===== config.mk =====
export PLATFORM = sky130hd
export DESIGN_NAME = ps2_key_decoder
export DESIGN_NICKNAME = d
export VERILOG_FILES = /design/src/rtl/ps2_pkg.sv /design/src/rtl/ps2_key_map.sv /design/src/rtl/ps2_key_decoder.sv
export SDC_FILE = /design/constraint.sdc
export NUM_CORES = 1
export LEC_CHECK = 0
export ABC_CLOCK_PERIOD_IN_PS = 9100
export CORE_AREA = 5 5 54 80
export CTS_CLUSTER_DIAMETER = 80
export DETAILED_ROUTE_END_ITERATION = 8
export DIE_AREA = 0 0 59 85
export PLACE_DENSITY = 0.82
export SLEW_MARGIN = 20
export SYNTH_ARGS = -nofsm -noshare
export SYNTH_HDL_FRONTEND = slang
export SYNTH_HIERARCHICAL = 1
export SYNTH_SLANG_ARGS = --single-unit

===== constraint.sdc =====
create_clock -name clk -period 9.1 [get_ports clk]
set_input_delay 1.82 -clock clk [delete_from_list [all_inputs] [get_ports clk]]
set_output_delay 1.82 -clock clk [all_outputs]
set_load 0.01 [all_outputs]

===== src/rtl/ps2_pkg.sv =====
// Shared definitions for the PS/2 scan-code set 2 key decoder: prefix and
// status byte values, decoder state encoding, game-key indices and the
// scan-code to game-key map table.
package ps2_pkg;

    // Sequence prefixes
    localparam logic [7:0] PFX_EXT   = 8'hE0;
    localparam logic [7:0] PFX_BRK   = 8'hF0;
    localparam logic [7:0] PFX_PAUSE = 8'hE1;

    // Keyboard status / acknowledge bytes that carry no key information
    localparam logic [7:0] STS_BAT_OK = 8'hAA;
    localparam logic [7:0] STS_ACK    = 8'hFA;
    localparam logic [7:0] STS_RESEND = 8'hFE;
    localparam logic [7:0] STS_ECHO   = 8'hEE;
    localparam logic [7:0] STS_ERR_LO = 8'h00;
    localparam logic [7:0] STS_ERR_HI = 8'hFF;

    // The Pause key sends E1 followed by seven more bytes, none of them useful
    localparam logic [2:0] PAUSE_TAIL_LEN = 3'd7;

    // Game keys
    localparam int NUM_KEYS  = 7;
    localparam int KEY_LEFT  = 0;
    localparam int KEY_RIGHT = 1;
    localparam int KEY_UP    = 2;
    localparam int KEY_DOWN  = 3;
    localparam int KEY_SPACE = 4;
    localparam int KEY_P     = 5;
    localparam int KEY_ESC   = 6;

    typedef enum logic [2:0] {
        S_IDLE    = 3'd0,
        S_EXT     = 3'd1,
        S_BRK     = 3'd2,
        S_EXT_BRK = 3'd3,
        S_SKIP    = 3'd4
    } ps2_state_e;

    typedef struct packed {
        logic       ext;
        logic [7:0] code;
    } key_code_t;

    // Entry i is the {E0 prefix, code} that identifies game key i
    localparam key_code_t KEY_MAP [NUM_KEYS] = '{
        '{ext: 1'b1, code: 8'h6B},   // Left
        '{ext: 1'b1, code: 8'h74},   // Right
        '{ext: 1'b1, code: 8'h75},   // Up (rotate)
        '{ext: 1'b1, code: 8'h72},   // Down
        '{ext: 1'b0, code: 8'h29},   // Space (drop)
        '{ext: 1'b0, code: 8'h4D},   // P (pause)
        '{ext: 1'b0, code: 8'h76}    // Esc
    };

    // True for bytes the keyboard sends about itself rather than about keys
    function automatic logic is_status_byte(input logic [7:0] b);
        return (b == STS_BAT_OK) || (b == STS_ACK) || (b == STS_RESEND) ||
               (b == STS_ECHO) || (b == STS_ERR_LO) || (b == STS_ERR_HI);
    endfunction

endpackage


===== src/rtl/ps2_key_map.sv =====
// Combinational lookup of a completed {ext, code} pair in the game-key map.
// Produces a one-hot key vector and a hit flag. Codes outside the table,
// including the E0 12 / E0 59 fake shifts, never hit.
module ps2_key_map
    import ps2_pkg::*;
(
    input  logic                ext,
    input  logic [7:0]          code,
    output logic [NUM_KEYS-1:0] onehot,
    output logic                hit
);

    // Compare the code against every table entry in parallel
    always_comb begin
        onehot = '0;
        for (int i = 0; i < NUM_KEYS; i++) begin
            if ((ext == KEY_MAP[i].ext) && (code == KEY_MAP[i].code)) begin
                onehot[i] = 1'b1;
            end
        end
        hit = |onehot;
    end

endmodule


===== src/rtl/ps2_key_decoder.sv =====
// PS/2 scan-code set 2 sequence decoder for the Tetris controls.
// Reassembles E0 / F0 / E1 sequences into raw make/break events and keeps a
// held bitmap of game keys with one-cycle press/release edges; typematic
// repeats do not re-fire press.
// Optional feature: define PS2_DECODER_TIMEOUT_EN to abandon a partial
// sequence after TIMEOUT_CYCLES clocks of byte silence.
module ps2_key_decoder #(
`ifdef PS2_DECODER_TIMEOUT_EN
    parameter int TIMEOUT_CYCLES = 200000,
`endif
    parameter int NUM_KEYS = ps2_pkg::NUM_KEYS
) (
    input  logic                clk,
    input  logic                rst,
    input  logic [7:0]          byte_in,
    input  logic                byte_valid,
    output logic [7:0]          raw_code,
    output logic                raw_ext,
    output logic                raw_brk,
    output logic                raw_valid,
    output logic [NUM_KEYS-1:0] key_held,
    output logic [NUM_KEYS-1:0] key_press,
    output logic [NUM_KEYS-1:0] key_release
);
    import ps2_pkg::*;

    ps2_state_e          state;
    ps2_state_e          state_nxt;
    logic [2:0]          skip_cnt;
    logic [2:0]          skip_nxt;
    logic                done;
    logic                done_ext;
    logic                done_brk;
    logic                timeout_hit;
    logic [NUM_KEYS-1:0] map_onehot;
    logic                map_hit;

`ifdef PS2_DECODER_TIMEOUT_EN
    localparam int IDLE_W = (TIMEOUT_CYCLES > 2) ? $clog2(TIMEOUT_CYCLES) : 1;

    logic [IDLE_W-1:0] idle_cnt;

    // Count byte silence while a sequence is partially received
    always_ff @(posedge clk) begin
        if (rst) begin
            idle_cnt <= '0;
        end else if (byte_valid || (state == S_IDLE) || timeout_hit) begin
            idle_cnt <= '0;
        end else begin
            idle_cnt <= idle_cnt + 1'b1;
        end
    end

    // A new byte in the same cycle wins over the timeout
    assign timeout_hit = (state != S_IDLE) && !byte_valid &&
                         (idle_cnt == IDLE_W'(TIMEOUT_CYCLES - 1));
`else
    // Without the timeout a partial sequence waits for its next byte forever
    assign timeout_hit = 1'b0;
`endif

    // Lookup uses the incoming byte so the map updates with raw_valid
    ps2_key_map u_key_map (
        .ext    (done_ext),
        .code   (byte_in),
        .onehot (map_onehot),
        .hit    (map_hit)
    );

    // Sequence state transitions and completion detection for the current byte
    always_comb begin
        state_nxt = state;
        skip_nxt  = skip_cnt;
        done      = 1'b0;
        done_ext  = 1'b0;
        done_brk  = 1'b0;
        if (byte_valid) begin
            case (state)
                S_IDLE: begin
                    if (byte_in == PFX_EXT) begin
                        state_nxt = S_EXT;
                    end else if (byte_in == PFX_BRK) begin
                        state_nxt = S_BRK;
                    end else if (byte_in == PFX_PAUSE) begin
                        state_nxt = S_SKIP;
                        skip_nxt  = PAUSE_TAIL_LEN;
                    end else if (!is_status_byte(byte_in)) begin
                        done = 1'b1;
                    end
                end
                S_EXT: begin
                    if (byte_in == PFX_BRK) begin
                        state_nxt = S_EXT_BRK;
                    end else if (byte_in != PFX_EXT) begin
                        done     = 1'b1;
                        done_ext = 1'b1;
                    end
                end
                S_BRK: begin
                    done     = 1'b1;
                    done_brk = 1'b1;
                end
                S_EXT_BRK: begin
                    done     = 1'b1;
                    done_ext = 1'b1;
                    done_brk = 1'b1;
                end
                S_SKIP: begin
                    if (skip_cnt <= 3'd1) begin
                        skip_nxt  = '0;
                        state_nxt = S_IDLE;
                    end else begin
                        skip_nxt = skip_cnt - 3'd1;
                    end
                end
                default: begin
                    state_nxt = S_IDLE;
                    skip_nxt  = '0;
                end
            endcase
            if (done) begin
                state_nxt = S_IDLE;
            end
        end else if (timeout_hit) begin
            state_nxt = S_IDLE;
            skip_nxt  = '0;
        end
    end

    // Sequence state registers
    always_ff @(posedge clk) begin
        if (rst) begin
            state    <= S_IDLE;
            skip_cnt <= '0;
        end else begin
            state    <= state_nxt;
            skip_cnt <= skip_nxt;
        end
    end

    // Raw event registers and game-key bitmap with press/release edges
    always_ff @(posedge clk) begin
        if (rst) begin
            raw_code    <= '0;
            raw_ext     <= 1'b0;
            raw_brk     <= 1'b0;
            raw_valid   <= 1'b0;
            key_held    <= '0;
            key_press   <= '0;
            key_release <= '0;
        end else begin
            raw_valid   <= done;
            key_press   <= '0;
            key_release <= '0;
            if (done) begin
                raw_code <= byte_in;
                raw_ext  <= done_ext;
                raw_brk  <= done_brk;
                if (map_hit) begin
                    if (done_brk) begin
                        key_held    <= key_held & ~map_onehot;
                        key_release <= key_held & map_onehot;
                    end else begin
                        key_held  <= key_held | map_onehot;
                        key_press <= map_onehot & ~key_held;
                    end
                end
            end
        end
    end

endmodule


==> impl_results.html <==
<table>
<tr><th>Metric</th><th>Value</th></tr>
<tr><th colspan="2">Yosys</th></tr>
<tr><td>Cell area after synthesis</td><td>around 0.0018 mm2</td></tr>
<tr><td>Number of different library cells in the post-synthesis netlist</td><td>50</td></tr>
<tr><td>Ys async rst share</td><td>0</td></tr>
<tr><td>Top area cells in the synthesized netlist</td><td>dfxtp_1 (42%), nand2_1 (6.4%), mux2i_1 (4.4%)</td></tr>
<tr><td>Synth Flop Type</td><td>dfxtp_1</td></tr>
<tr><td>Top-count cell post-synth</td><td>dfxtp_1</td></tr>
<tr><td>Number of synthesized flops with an enable pin</td><td>0</td></tr>
<tr><td>Syn nets</td><td>roughly 220</td></tr>
<tr><td>Cell accounting for the most synthesized area</td><td>dfxtp_1</td></tr>
<tr><td>Synth Register Bits</td><td>38</td></tr>
<tr><td>Post-synthesis cell count</td><td>approximately 210</td></tr>
<tr><td>Area share of the largest cell type after synthesis</td><td>0.419</td></tr>
<tr><td>Synthesis warning total</td><td>6</td></tr>
<tr><td>Most numerous cell types in the synthesized netlist</td><td>dfxtp_1 (38), nand2_1 (31), nor2_1 (16)</td></tr>
<tr><td>Synth Area per Inst</td><td>roughly 8.6 um2</td></tr>
<tr><td>Sequential-to-total area share from yosys stat</td><td>0.419</td></tr>
<tr><th colspan="2">Clocking</th></tr>
<tr><td>Number of setup buffers added after CTS</td><td>0</td></tr>
<tr><td>CTS H-tree depth</td><td>2</td></tr>
<tr><td>CTS Hold Bufs</td><td>0</td></tr>
<tr><td>Clock tree from TritonCTS</td><td>done</td></tr>
<tr><td>Library cell used as clock root buffer</td><td>clkbuf_8</td></tr>
<tr><td>Reg clk slew, reported paths</td><td>0.07 ns</td></tr>
<tr><td>TritonCTS Sinks</td><td>38</td></tr>
<tr><td>Post-cts sizing count</td><td>0</td></tr>
<tr><td>Number of buffers added by the clock tree synthesis step</td><td>5</td></tr>
<tr><td>Worst-skew pair later-pin latency</td><td>between 0.2 and 0.3 ns</td></tr>
<tr><td>Clock buffer depth</td><td>2</td></tr>
<tr><th colspan="2">Global route</th></tr>
<tr><td>Met3 capacity usage during global routing</td><td>0.0411</td></tr>
<tr><td>Vias in the first global route</td><td>~1600</td></tr>
<tr><td>Antenna violations before repair</td><td>0</td></tr>
<tr><td>Gr usage total</td><td>0.174</td></tr>
<tr><td>Met1 usage</td><td>0.200</td></tr>
<tr><td>Wire length of the first global-routing pass</td><td>6960 um</td></tr>
<tr><td>Gr ovfl total</td><td>0</td></tr>
<tr><td>Layer with the highest usage after global routing</td><td>met2</td></tr>
<tr><td>GR Util met2</td><td>0.307</td></tr>
<tr><td>Maximum number of pins on one net before global-route repair</td><td>23</td></tr>
<tr><th colspan="2">Place</th></tr>
<tr><td>IO buf count</td><td>42</td></tr>
<tr><td>Routability congestion estimate</td><td>0.869</td></tr>
<tr><td>Placed cells</td><td>approximately 290</td></tr>
<tr><td>Sum of net half-perimeters after detailed placement</td><td>roughly 2900 um</td></tr>
<tr><th colspan="2">STA</th></tr>
<tr><td>Clock period minus final worst setup slack</td><td>a little over 5 ns</td></tr>
<tr><td>Fmax</td><td>slightly below 0.2 GHz</td></tr>
<tr><td>Unrepaired setup endpoints after global routing</td><td>false</td></tr>
<tr><td>Setup skew after layout</td><td>0.00286 ns</td></tr>
<tr><td>Number of pins exceeding their max-slew limit in the final report</td><td>0</td></tr>
<tr><td>Aggregate negative setup slack</td><td>0 ns</td></tr>
<tr><td>Worst-case headroom to the max-slew limit</td><td>0.557</td></tr>
<tr><td>Portion of the clock cycle consumed by the worst path in the final layout</td><td>0.558</td></tr>
<tr><td>Measured slew at the worst slew-check pin</td><td>~0.66 ns</td></tr>
<tr><td>Final hold violation count</td><td>0</td></tr>
<tr><td>Final setup violation count</td><td>0</td></tr>
<tr><th colspan="2">Finish</th></tr>
<tr><td>Area growth syn-to-layout</td><td>30.8%</td></tr>
<tr><td>Area occupied by multi-input gates</td><td>971 um2</td></tr>
<tr><td>Final-layout fill cell count</td><td>between 300 and 400</td></tr>
<tr><td>Antenna cell count</td><td>0</td></tr>
<tr><td>Final std cells w/o fill</td><td>slightly below 300</td></tr>
<tr><td>Fraction of layout instances using a drive strength above 1</td><td>0.0760</td></tr>
<tr><td>Sequential cell area</td><td>about 760 um2</td></tr>
<tr><td>NumNets Final</td><td>261</td></tr>
<tr><th colspan="2">Min path</th></tr>
<tr><td>Class of the tightest hold or removal check</td><td>flop to flop</td></tr>
<tr><th colspan="2">Worst setup path</th></tr>
<tr><td>Cell with the largest stage delay on the worst path</td><td>clkdlybuf4s50_1</td></tr>
<tr><td>CP Data Required Time</td><td>9.33 ns</td></tr>
<tr><td>Crit. End Element</td><td>flop</td></tr>
<tr><td>Arrival time at the worst endpoint</td><td>5.30 ns</td></tr>
<tr><td>Kind of cell adding the most delay to the critical path</td><td>simple AND/OR/NAND/NOR gates</td></tr>
<tr><td>Critical Path Source Type</td><td>input pin</td></tr>
<tr><td>Register-to-register setup slack</td><td>slightly above 6 ns</td></tr>
<tr><td>Bufs and invs on worst path</td><td>1</td></tr>
<tr><td>Highest cell delay on the worst timing path</td><td>approximately 0.63 ns</td></tr>
<tr><td>Crit-path max FO</td><td>15</td></tr>
<tr><td>Cell with the most instances on the worst path</td><td>and3_1</td></tr>
<tr><td>Startpoint-to-endpoint class of the critical path</td><td>input pin to flop</td></tr>
<tr><td>Ordered list of cells on the worst path</td><td>clkdlybuf4s50_1 &gt; nor4_2 &gt; nand2_1 &gt; o211a_1 &gt; or4_4 &gt; o2111ai_2 &gt; and3_1 &gt; and2_1 &gt; and3_1</td></tr>
<tr><th colspan="2">Drt</th></tr>
<tr><td>Via count of the routed design</td><td>between 1500 and 2000</td></tr>
<tr><td>Antenna-violating nets left</td><td>0</td></tr>
<tr><td>Number of remaining DRC errors</td><td>0</td></tr>
<tr><td>Total wire length</td><td>just over 4000 um</td></tr>
<tr><td>Starting DRC count in detailed routing</td><td>29</td></tr>
<tr><td>Post-detailed-route via-to-cell ratio</td><td>approximately 5.7</td></tr>
<tr><td>Number of detailed-route iterations in the first pass</td><td>5</td></tr>
<tr><td>Wire length per cell</td><td>approximately 14 um</td></tr>
<tr><th colspan="2">Power</th></tr>
<tr><td>IR Drop Worst-Case VDD</td><td>~0.16 mV</td></tr>
<tr><td>Total power divided by cell area</td><td>around 160 mW/mm2</td></tr>
<tr><td>Static power due to leakage</td><td>0.881 nW</td></tr>
<tr><th colspan="2">Floorplanning</th></tr>
<tr><td>Core region area</td><td>between 0.003 and 0.004 mm2</td></tr>
<tr><td>Chip Width</td><td>~60 um</td></tr>
<tr><td>Total Die Area</td><td>~0.0050 mm2</td></tr>
<tr><td>Initial Utilization</td><td>0.507</td></tr>
<tr><td>Num ports</td><td>43</td></tr>
<tr><td>Floorplan die height</td><td>between 80 and 90 um</td></tr>
<tr><td>Standard-cell rows</td><td>27</td></tr>
<tr><th colspan="2">Run</th></tr>
<tr><td>Number of max-cap violations</td><td>0</td></tr>
<tr><th colspan="2">Run status</th></tr>
<tr><td>Run status</td><td>finished clean</td></tr>
</table>
==> area by class of cell <==
cell class,count,share of cell area
clock buffers,6,0.0348
inverters,7,0.0111
flip-flops and latches,38,0.320
multi-input cells,155,0.409
well taps,43,0.0227
clock inverters,2,0.0253
repair buffers,42,0.177
==> tightest hold or removal path: cells and delay by family (launching register included) <==
kind	cells	cell delay (ns)
DFF	1	0.31
AOI/OAI and AO/OA	1	0.05
and+or+nand+nor	1	0.05
==> metrics by stage <==
stage	hold WS [ns]	area [um2]	utilization	setup slack, ns	total power, W
5_1_grt	0.475	2370	0.663	3.73	0.000395
3_3_place_gp	0.440	2230	0.623	3.85	0.000207
6_report	0.455	2370	0.663	4.03	0.000378
2_1_floorplan	0.461	1820	-	4.94	0.000192
4_1_cts	0.459	2370	0.663	4.04	0.000382
3_5_place_dp	0.449	2230	0.623	3.75	0.000208
==> path summary, 6_finish.rpt <==
check,startpoint,end,cells past startpoint
setup / recovery,byte_in[2],key_release[3],9
hold / removal,raw_ext,raw_ext,2
setup reg to reg,state[2],key_release[3],7
hold reg to reg,raw_ext,raw_ext,2
==> power breakdown <==
| group | internal (W) | total [W] | leakage [nW] | switching (W) |
|---|---|---|---|---|
| clock network | 0.000117 | 0.000174 | 0.0714 | 0.0000571 |
| registers | 0.000169 | 0.000171 | 0.308 | 0.00000153 |
| logic | 0.0000144 | 0.0000334 | 0.502 | 0.0000190 |
==> cell families (layout without fill, tap and decap cells) <==
group / count (synthesis) / in the layout / share of synthesized area
AOI/OAI and AO/OA: 42 / 42 / 0.162
xor gates and xnor gates: 1 / 1 / 0.00483
adders and majority gates: 1 / 1 / 0.00689
buffers and inverters: 18 / 57 / 0.0462
DFF: 38 / 38 / 0.419
muxes: 8 / 8 / 0.0441
and+or+nand+nor: 103 / 103 / 0.317
==> cells in the final DEF (no fill, tap or decap), drive strengths merged, types with 2 or more instances in the layout <==
cell type / n
clkdlybuf4s50: 42
dfxtp: 38
nand2: 31
nor2: 16
o21ai: 15
nand3: 11
a21oi: 10
and3: 9
mux2i: 8
nand4b: 8
inv: 7
clkbuf: 6
nor3: 5
or4: 5
a31oi: 3
nand4: 2
nor2b: 2
o221a: 2
bufinv: 2
nand2b: 2
nor4: 2
o2111ai: 2
nor4b: 2
o21a: 2
or3: 2
==> metal layers <==
metal  share of wire  wire (um)
met5               0          0
met4           0.014         57
met3           0.052        208
met2            0.54       2190
met1            0.39       1590
(Power assumes the default switching activity.)
